## config.mk

```make
export PLATFORM = sky130hd
export DESIGN_NAME = mem_slot_arbiter
export DESIGN_NICKNAME = d
export VERILOG_FILES = /design/src/rtl/mem_slot_arbiter.sv
export SDC_FILE = /design/constraint.sdc
export NUM_CORES = 1
export LEC_CHECK = 0
export CAP_MARGIN = 40
export CORE_ASPECT_RATIO = 1.4
export CORE_MARGIN = 10
export CORE_UTILIZATION = 22
export DETAILED_ROUTE_END_ITERATION = 12
export GPL_TIMING_DRIVEN = 0
export PLACE_DENSITY = 0.86
export SETUP_SLACK_MARGIN = 0.05
export SYNTH_ARGS = -nofsm -noshare
export SYNTH_HDL_FRONTEND = slang
export SYNTH_SLANG_ARGS = --single-unit
```

## constraint.sdc

```tcl
create_clock -name clk -period 4.7 [get_ports clk]
set_input_delay 0.705 -clock clk [delete_from_list [all_inputs] [get_ports clk]]
set_output_delay 0.705 -clock clk [all_outputs]
set_load 0.01 [all_outputs]
```

## src/rtl/mem_slot_arbiter.sv

```systemverilog
// Round-robin scheduler for the phase-multiplexed 1W/1R memory: phase 0 grants a read,
// phase 1 returns its data, phase 2 grants and commits a write, phase 3 is idle.
module mem_slot_arbiter #(
  parameter int ELEMENTS_W = 7,
  parameter int WIDTH      = 32,
  parameter int NREQ       = 2
) (
  input  logic                       clk,
  input  logic                       rst_n,
  input  logic [NREQ-1:0]            rd_req_i,
  input  logic [NREQ*ELEMENTS_W-1:0] rd_addr_i,
  output logic [NREQ-1:0]            rd_gnt_o,
  output logic                       rd_rvalid_o,
  output logic [1:0]                 rd_id_o,
  output logic [WIDTH-1:0]           rd_rdata_o,
  input  logic [NREQ-1:0]            wr_req_i,
  input  logic [NREQ*ELEMENTS_W-1:0] wr_addr_i,
  input  logic [NREQ*WIDTH-1:0]      wr_data_i,
  output logic [NREQ-1:0]            wr_gnt_o,
  output logic [1:0]                 phase_o,
  output logic                       mem_read_o,
  output logic [ELEMENTS_W-1:0]      mem_raddr_o,
  input  logic [WIDTH-1:0]           mem_rdata_i,
  output logic                       mem_write_o,
  output logic [ELEMENTS_W-1:0]      mem_waddr_o,
  output logic [WIDTH-1:0]           mem_wdata_o
);

  typedef enum logic [1:0] {
    PH_RD   = 2'd0,
    PH_RET  = 2'd1,
    PH_WR   = 2'd2,
    PH_IDLE = 2'd3
  } phase_t;

  localparam logic [1:0] PTR_RST = 2'(NREQ - 1);

  phase_t                r_phase;
  phase_t                w_phase_nxt;
  logic [1:0]            r_rd_ptr;
  logic [1:0]            r_wr_ptr;
  logic [1:0]            r_pend_id;
  logic                  r_pend;
  logic [1:0]            w_rd_win;
  logic [1:0]            w_wr_win;
  logic                  w_rd_slot;
  logic                  w_wr_slot;
  logic [3:0]            w_rd_onehot;
  logic [3:0]            w_wr_onehot;
  logic [ELEMENTS_W-1:0] w_raddr;
  logic [ELEMENTS_W-1:0] w_waddr;
  logic [WIDTH-1:0]      w_wdata;

  // Scan from farthest to nearest after ptr so the nearest requester overwrites the result.
  function automatic logic [1:0] rr_pick(input logic [NREQ-1:0] req, input logic [1:0] ptr);
    logic [3:0] req4;
    logic [2:0] idx;
    logic [1:0] win;
    req4 = 4'b0000;
    req4[NREQ-1:0] = req;
    win = ptr;
    for (int i = NREQ; i >= 1; i--) begin
      idx = {1'b0, ptr} + 3'(i);
      idx = (idx >= 3'(NREQ)) ? (idx - 3'(NREQ)) : idx;
      win = req4[idx[1:0]] ? idx[1:0] : win;
    end
    return win;
  endfunction

  // Free-running slot phase register.
  always_ff @(posedge clk or negedge rst_n) begin
    if (!rst_n) begin
      r_phase <= PH_RD;
    end else begin
      r_phase <= w_phase_nxt;
    end
  end

  // Phase sequencing.
  always_comb begin
    w_phase_nxt = PH_RD;
    case (r_phase)
      PH_RD:   w_phase_nxt = PH_RET;
      PH_RET:  w_phase_nxt = PH_WR;
      PH_WR:   w_phase_nxt = PH_IDLE;
      PH_IDLE: w_phase_nxt = PH_RD;
      default: w_phase_nxt = PH_RD;
    endcase
  end

  // Winner selection and slice muxing; rst_n gating keeps strobes low while phase is held at 0.
  always_comb begin
    w_rd_win    = rr_pick(rd_req_i, r_rd_ptr);
    w_wr_win    = rr_pick(wr_req_i, r_wr_ptr);
    w_rd_slot   = rst_n & (r_phase == PH_RD) & (|rd_req_i);
    w_wr_slot   = rst_n & (r_phase == PH_WR) & (|wr_req_i);
    w_rd_onehot = 4'b0001 << w_rd_win;
    w_wr_onehot = 4'b0001 << w_wr_win;
    w_raddr     = '0;
    w_waddr     = '0;
    w_wdata     = '0;
    for (int n = 0; n < NREQ; n++) begin
      w_raddr = (2'(n) == w_rd_win) ? rd_addr_i[n*ELEMENTS_W +: ELEMENTS_W] : w_raddr;
      w_waddr = (2'(n) == w_wr_win) ? wr_addr_i[n*ELEMENTS_W +: ELEMENTS_W] : w_waddr;
      w_wdata = (2'(n) == w_wr_win) ? wr_data_i[n*WIDTH +: WIDTH] : w_wdata;
    end
  end

  // Round-robin pointers and the single outstanding read tag.
  always_ff @(posedge clk or negedge rst_n) begin
    if (!rst_n) begin
      r_rd_ptr  <= PTR_RST;
      r_wr_ptr  <= PTR_RST;
      r_pend    <= 1'b0;
      r_pend_id <= 2'd0;
    end else begin
      if (w_rd_slot) begin
        r_rd_ptr  <= w_rd_win;
        r_pend    <= 1'b1;
        r_pend_id <= w_rd_win;
      end else if (r_phase == PH_RET) begin
        r_pend    <= 1'b0;
      end
      if (w_wr_slot) begin
        r_wr_ptr <= w_wr_win;
      end
    end
  end

  assign phase_o     = r_phase;
  assign rd_gnt_o    = w_rd_slot ? w_rd_onehot[NREQ-1:0] : '0;
  assign mem_read_o  = w_rd_slot;
  assign mem_raddr_o = w_rd_slot ? w_raddr : '0;
  assign rd_rvalid_o = r_pend & (r_phase == PH_RET);
  assign rd_id_o     = r_pend_id;
  assign rd_rdata_o  = mem_rdata_i;
  assign wr_gnt_o    = w_wr_slot ? w_wr_onehot[NREQ-1:0] : '0;
  assign mem_write_o = w_wr_slot;
  assign mem_waddr_o = w_wr_slot ? w_waddr : '0;
  assign mem_wdata_o = w_wr_slot ? w_wdata : '0;

endmodule

```

==> results.tsv, run 1 <==
metric	value	unit
drv_slew	0	
grt_max_degree	16	
syn_avg_cell_area	9.069	um^2
crit_arrival	2.89	ns
setup_violations	0	
post_cts_buffers	0	
cts_tree	built	
p_comb_frac	0.483	
clk_path_buf_depth	2	
regArea	202.7	um^2
nNetsFinal	458	
tightest_slew	0.5465	ns
io_buffer_count	186	
h-tree-depth	1	
place_area	3151	um^2
synth.yosys.warnings	0	
n_antenna_cell	0	
clk_latency	0.23	ns
viasPerCell	4.509	
synth.most_common_cell	a22o_1	
area_delta_synth_final	164.9	%
power.internal	0.2533	mW
pwr-share-clk	0.271	
post-route-min-period	3.599	ns
wirelength	7989	um
routedWlPerCell	20.54	um
gp_congestion	0.8542	
clock-sinks	8	
synthTopCellsByArea	a22o_1 33%, buf_4 21%, dfrtp_1 12%	
die_x	82.58	um
worstSetupPathType	in -> out	
ant_nets	0	
cts.clk_slew.worst_paths	0.04	ns
synth-edff-count	0	
min_path_cells	2	
place_inst	385	
post-route-cell-area	3196	um^2
setup.worst_path.end_class	primary output	
finalHoldViolCount	0	
drtPass1Iterations	4	
start_kind	input pin	
row_count	31	
ys.flop_type	dfrtp_1	
ctsResizeCount	0	
grt_pass1_vias	1883	
fmax	277.8	MHz
finClkSkew	0.001383	ns
rsz0062_at_grt	no	
syn-cell-area	1206	um^2
final.setup.tns	0	ns
core_area	5236	um^2
total_leakage_power	1.329	nW
cp_data_required_time	3.99	ns
nFillCells	477	
total_power	0.3242	mW
first_iter_violations	40	
multi_input_area	624.3	um^2
drv_cap	0	
cts_root_buffer	clkbuf_8	
yosys.area.top_type_share	0.3340	
yosysSeqAreaShare	0.1680	
async_flop_share	1.000	
numCtsBuffers	3	
slew_headroom	0.6345	
power.switching	0.07087	mW
die_h	107.6	um
netlist_instances	133	
drc	0	
seq_power_share	0.247	
cts_hold_buf	0	
grt_pass1_wl	11040	um
via_count	1754	
cp_max_fo	15	
synth.top_cells.by_count	46 x a22o_1, 33 x buf_4, 6 x dfrtp_1, 5 x nand2_1	
reg2reg_depth	5	
status	completed	
grt_overflow	0	
top_level_ports	219	
syn_nets	267	
min_period_over_period	0.7658	
yosysTopAreaCell	a22o_1	
ys_types	25	
layout-drive-gt1-share	0.1579	
yosys_register_bits	8	
ir_drop	152.0	uV
finalNonFillerCells	389	
power.share.switching	0.2186	
hold_path.class	reg -> reg	
grt_use_total	0.1616	
dp_hpwl	7183	um
grt_antenna_before_repair	0	
power_density	101.4	nW/um^2
dieArea	8886	um^2
floorplan.initialDensity	0.2303	
[cell usage in the layout (no fill, tap or decap), types with 3 or more instances in the layout]
cell type and count:
nand2_1 5, clkdlybuf4s50_1 186, buf_4 33, buf_6 4, a22o_1 46, o21ai_0 3, buf_8 4, inv_1 3
clkbuf_8 3, nor2_1 3, dfrtp_1 6, buf_2 3, ha_1 4
[worst max-delay path, stage by stage]
cell and delay (ns):
clkdlybuf4s50_1 0.81, nand4b_1 0.18, and2b_4 0.36, buf_8 0.14, a22o_1 0.14, clkdlybuf4s50_1 0.54
[final cells by class]
| cell class | instances | share of cell area |
|---|---|---|
| repair buffers | 186 | 0.5826 |
| multi-input cells | 78 | 0.1954 |
| inverters | 3 | 0.003524 |
| flip-flops and latches | 8 | 0.06343 |
| clock buffers | 4 | 0.01410 |
| plain buffers | 44 | 0.1151 |
| well taps | 66 | 0.02584 |
[final timing paths]
check	endpoint	from	slack (ns)
max reg2reg	rd_id_o[0]$_DFFE_PN0P_	phase_o[0]$_DFF_PN0_	3.46
max in group asynchronous	r_wr_ptr[0]$_DFFE_PN1P_	rst_n	3.50
min reg2reg	r_wr_ptr[0]$_DFFE_PN1P_	r_wr_ptr[0]$_DFFE_PN1P_	0.49
min in group asynchronous	phase_o[0]$_DFF_PN0_	rst_n	0.84
max	mem_wdata_o[3]	rst_n	1.10
min	r_wr_ptr[0]$_DFFE_PN1P_	r_wr_ptr[0]$_DFFE_PN1P_	0.49
[logic make-up after synthesis]
family,count (synthesis),synth area share
DFF,8,0.1680
AOI/OAI and AO/OA,55,0.3849
and+or+nand+nor,19,0.09130
buffers and inverters,47,0.3143
adders and majority gates,4,0.04150
[metal layers]
metal	up-vias	GRT usage	share of wire
met5	-	0	0
met4	0	0.03477	0.0069
met3	6	0.07107	0.13
met2	104	0.3133	0.56
met1	796	0.1460	0.31
li1	848	-	-
[stage by stage]
step | util | hold slack, ns | worst slack [ns]
3_5_place_dp | 0.6017 | 0.4737 | 1.055
4_1_cts | 0.6103 | 0.4985 | 1.055
2_1_floorplan | - | 0.4094 | 2.530
6_report | 0.6103 | 0.4950 | 1.101
5_1_grt | 0.6103 | 0.5276 | 0.8986
3_3_place_gp | 0.6017 | 0.4599 | 1.079
[power by group through the flow]
| stage | Combinational, mW | Clock (mW) | Sequential [mW] |
|---|---|---|---|
| 2_1_floorplan | 0.0368 | 0 | 0.0807 |
| 3_3_place_gp | 0.154 | 0 | 0.0806 |
| 3_5_place_dp | 0.158 | 0 | 0.0808 |
| 4_1_cts | 0.158 | 0.0898 | 0.0800 |
| 5_1_grt | 0.166 | 0.0949 | 0.0813 |
| 6_report | 0.156 | 0.0878 | 0.0799 |
[flip-flops by register name, indices dropped and copies added, names as in the netlist]
| signal | flops |
|---|---|
| phase_o | 2 |
| r_rd_ptr | 2 |
| r_wr_ptr | 2 |
| r_pend | 1 |
| rd_id_o | 1 |
(Power assumes the default switching activity.)
==> run 2: changes to the inputs <==
--- a/config.mk
+++ b/config.mk
@@ -8,10 +8,10 @@
 export CAP_MARGIN = 40
 export CORE_ASPECT_RATIO = 1.4
 export CORE_MARGIN = 10
-export CORE_UTILIZATION = 22
+export CORE_UTILIZATION = 19
 export DETAILED_ROUTE_END_ITERATION = 12
 export GPL_TIMING_DRIVEN = 0
-export PLACE_DENSITY = 0.86
+export PLACE_DENSITY = 0.79
 export SETUP_SLACK_MARGIN = 0.05
 export SYNTH_ARGS = -nofsm -noshare
 export SYNTH_HDL_FRONTEND = slang
==> constraint.sdc (replaced) <==
create_clock -name clk -period 3.25 [get_ports clk]
set_input_delay 0.4875 -clock clk [delete_from_list [all_inputs] [get_ports clk]]
set_output_delay 0.4875 -clock clk [all_outputs]
set_load 0.01 [all_outputs]
==> run 2 against run 1 <==
  * Critical path depth is the same
  * Utilization shrank 9.5 points
  * Count of clock-buffer cells in the layout shrank 1
  * Sequential share of layout area is essentially flat
  * Clock power grew 32%
  * Critical path type unchanged
  * Highest routed layer unchanged
==> results.tsv, run 2 (synthesis gave the netlist of run 1 again) <==
metric	value	unit	change
endpoint	mem_wdata_o[14]		was mem_wdata_o[3]
worstSetupPathType	in -> out		unchanged
reg2reg_depth	5		unchanged
final.setup.tns	0	ns	unchanged
place_ws	0.0007951	ns	was 1.055 ns
dieArea	9981	um^2	was 8886 um^2
wirelength	7518	um	was 7989 um
layout-drive-gt1-share	0.1584		was 0.1579
grt_pass1_vias	1851		was 1883
area_delta_synth_final	165.1	%	was 164.9%
crit_arrival	2.46	ns	was 2.89 ns
clk_path_buf_depth	2		unchanged
floorplan.initialDensity	0.1942		was 0.2303
cts_tree	built		unchanged
ant_nets	0		unchanged
viasPerCell	4.350		was 4.509
grt_antenna_before_repair	0		unchanged
place_area	3158	um^2	was 3151 um^2
n_antenna_cell	0		unchanged
die_x	87.34	um	was 82.58 um
first_iter_violations	33		was 40
status	completed		unchanged
timing.final.ws_setup	0.3009	ns	was 1.101 ns
core_area	6211	um^2	was 5236 um^2
clock-sinks	8		unchanged
grt_overflow	0		unchanged
top_level_ports	219		unchanged
grt_use_total	0.1339		was 0.1616
min_period_over_period	0.9074		
cp_cell_sequence	dlygate4sd2_1 > nand4b_1 > and2b_4 > buf_8 > a22o_1 > clkdlybuf4s50_1		was clkdlybuf4s50_1 > nand4b_1 > and2b_4 > buf_8 > a22o_1 > clkdlybuf4s50_1
finalHoldViolCount	0		unchanged
fmax	339.1	MHz	
cts_hold_buf	0		unchanged
dp_hpwl	6713	um	was 7183 um
final_cell_mix	185 x clkdlybuf4s50_1, 46 x a22o_1, 33 x buf_4		was 186 x clkdlybuf4s50_1, 46 x a22o_1, 33 x buf_4
reg2reg_to	rd_id_o[0]$_DFFE_PN0P_		unchanged
critPathMaxStageDelay	0.59	ns	was 0.81 ns
cp_data_required_time	2.76	ns	was 3.99 ns
total_power	0.4594	mW	was 0.3242 mW
power_density	143.6	nW/um^2	was 101.4 nW/um^2
row_count	34		was 31
post-route-cell-area	3198	um^2	was 3196 um^2
h-tree-depth	1		unchanged
drc	0		unchanged
cts_root_buffer	clkbuf_8		unchanged
drv_slew	0		unchanged
via_count	1714		was 1754
grt_max_degree	16		unchanged
critPathSlowestCell	clkdlybuf4s50_1		unchanged
drv_cap	0		unchanged
post-route-min-period	2.949	ns	
io_buffer_count	186		unchanged
finClkSkew	0.004371	ns	was 0.001383 ns
start_kind	input pin		unchanged
hold_path.class	in -> async		was reg -> reg
die_h	114.3	um	was 107.6 um
setup_violations	0		unchanged
gp_congestion	0.7972		was 0.8542
total_leakage_power	1.329	nW	about the same
final_util	0.5149		was 0.6103
cts.clk_slew.worst_paths	0.04	ns	about the same
numCtsBuffers	3		unchanged
clk_latency	0.22	ns	was 0.23 ns
r2r_start	phase_o[0]$_DFF_PN0_		unchanged
drtPass1Iterations	4		unchanged
post_cts_buffers	0		unchanged
worst_hold_slack	0.3535	ns	was 0.4950 ns
layout_commonest_cell	clkdlybuf4s50_1		unchanged
place_inst	391		was 385
routedWlPerCell	19.08	um	was 20.54 um
nNetsFinal	458		unchanged
tightest_slew	0.5403	ns	was 0.5465 ns
ir_drop	177.6	uV	was 152.0 uV
slew_headroom	0.6398		was 0.6345
cp_max_fo	15		unchanged
cp-startpoint	rst_n		unchanged
rsz0062_at_grt	no		unchanged
setup.worst_path.end_class	primary output		unchanged
r2r_setup_slack	2.01	ns	was 3.46 ns
finalNonFillerCells	394		was 389
grt_pass1_wl	10710	um	was 11040 um
run 2: cell types whose count changed in the layout (fill, tap and decap cells not counted), sizes merged:
cell,change
clkdlybuf4s50,-1
dlygate4sd2,+1
clkbuf,-1
run 2: worst min-delay path by stage:
stage / slack [ns] / cells after the start / start / to
final: 0.35 / 1 / rst_n / phase_o[1]$_DFF_PN0_
after global routing: 0.39 / 1 / rst_n / phase_o[1]$_DFF_PN0_
after CTS: 0.36 / 1 / rst_n / phase_o[1]$_DFF_PN0_
after detailed placement: 0.47 / 1 / r_pend$_DFFE_PN0P_ / r_pend$_DFFE_PN0P_
after global placement: 0.46 / 1 / r_pend$_DFFE_PN0P_ / r_pend$_DFFE_PN0P_
after floorplan: 0.19 / 0 / rst_n / phase_o[0]$_DFF_PN0_
run 2: power by group:
part           internal, mW  total, mW  switching [mW]
logic                 0.170      0.227          0.0572
registers             0.111      0.116         0.00520
clock network        0.0800      0.116          0.0362
total                 0.361      0.459          0.0986
run 2: cell type report:
| type | instances | area [um^2] |
|---|---|---|
| buffer | 44 | 367.9 |
| clock buffer | 3 | 41.29 |
| fill | 582 | 3013 |
| inverter | 3 | 11.26 |
| multi-input combinational | 78 | 624.3 |
| sequential | 8 | 202.7 |
| tap | 72 | 90.09 |
| timing repair buffer | 186 | 1861 |
run 2: critical path: cells and delay by family:
family	cells	cell delay, ns
buffers and inverters	3	1.28
and+or+nand+nor	2	0.54
AOI/OAI and AO/OA	1	0.15
run 2: repair_timing:
action / 4_1_cts / 5_1_grt
endpoints found under the hold margin: 0 / 0
gates resized for setup: 1 / 0
endpoints found under the setup margin: 8 / 0
run 2: per-layer routing:
layer  share of wire  track usage  up-vias
met3           0.081      0.04487        4
met1            0.35       0.1363      791
met5               0            0        -
li1                -            -      845
met2            0.57       0.2549       74
met4          0.0059      0.02239        0
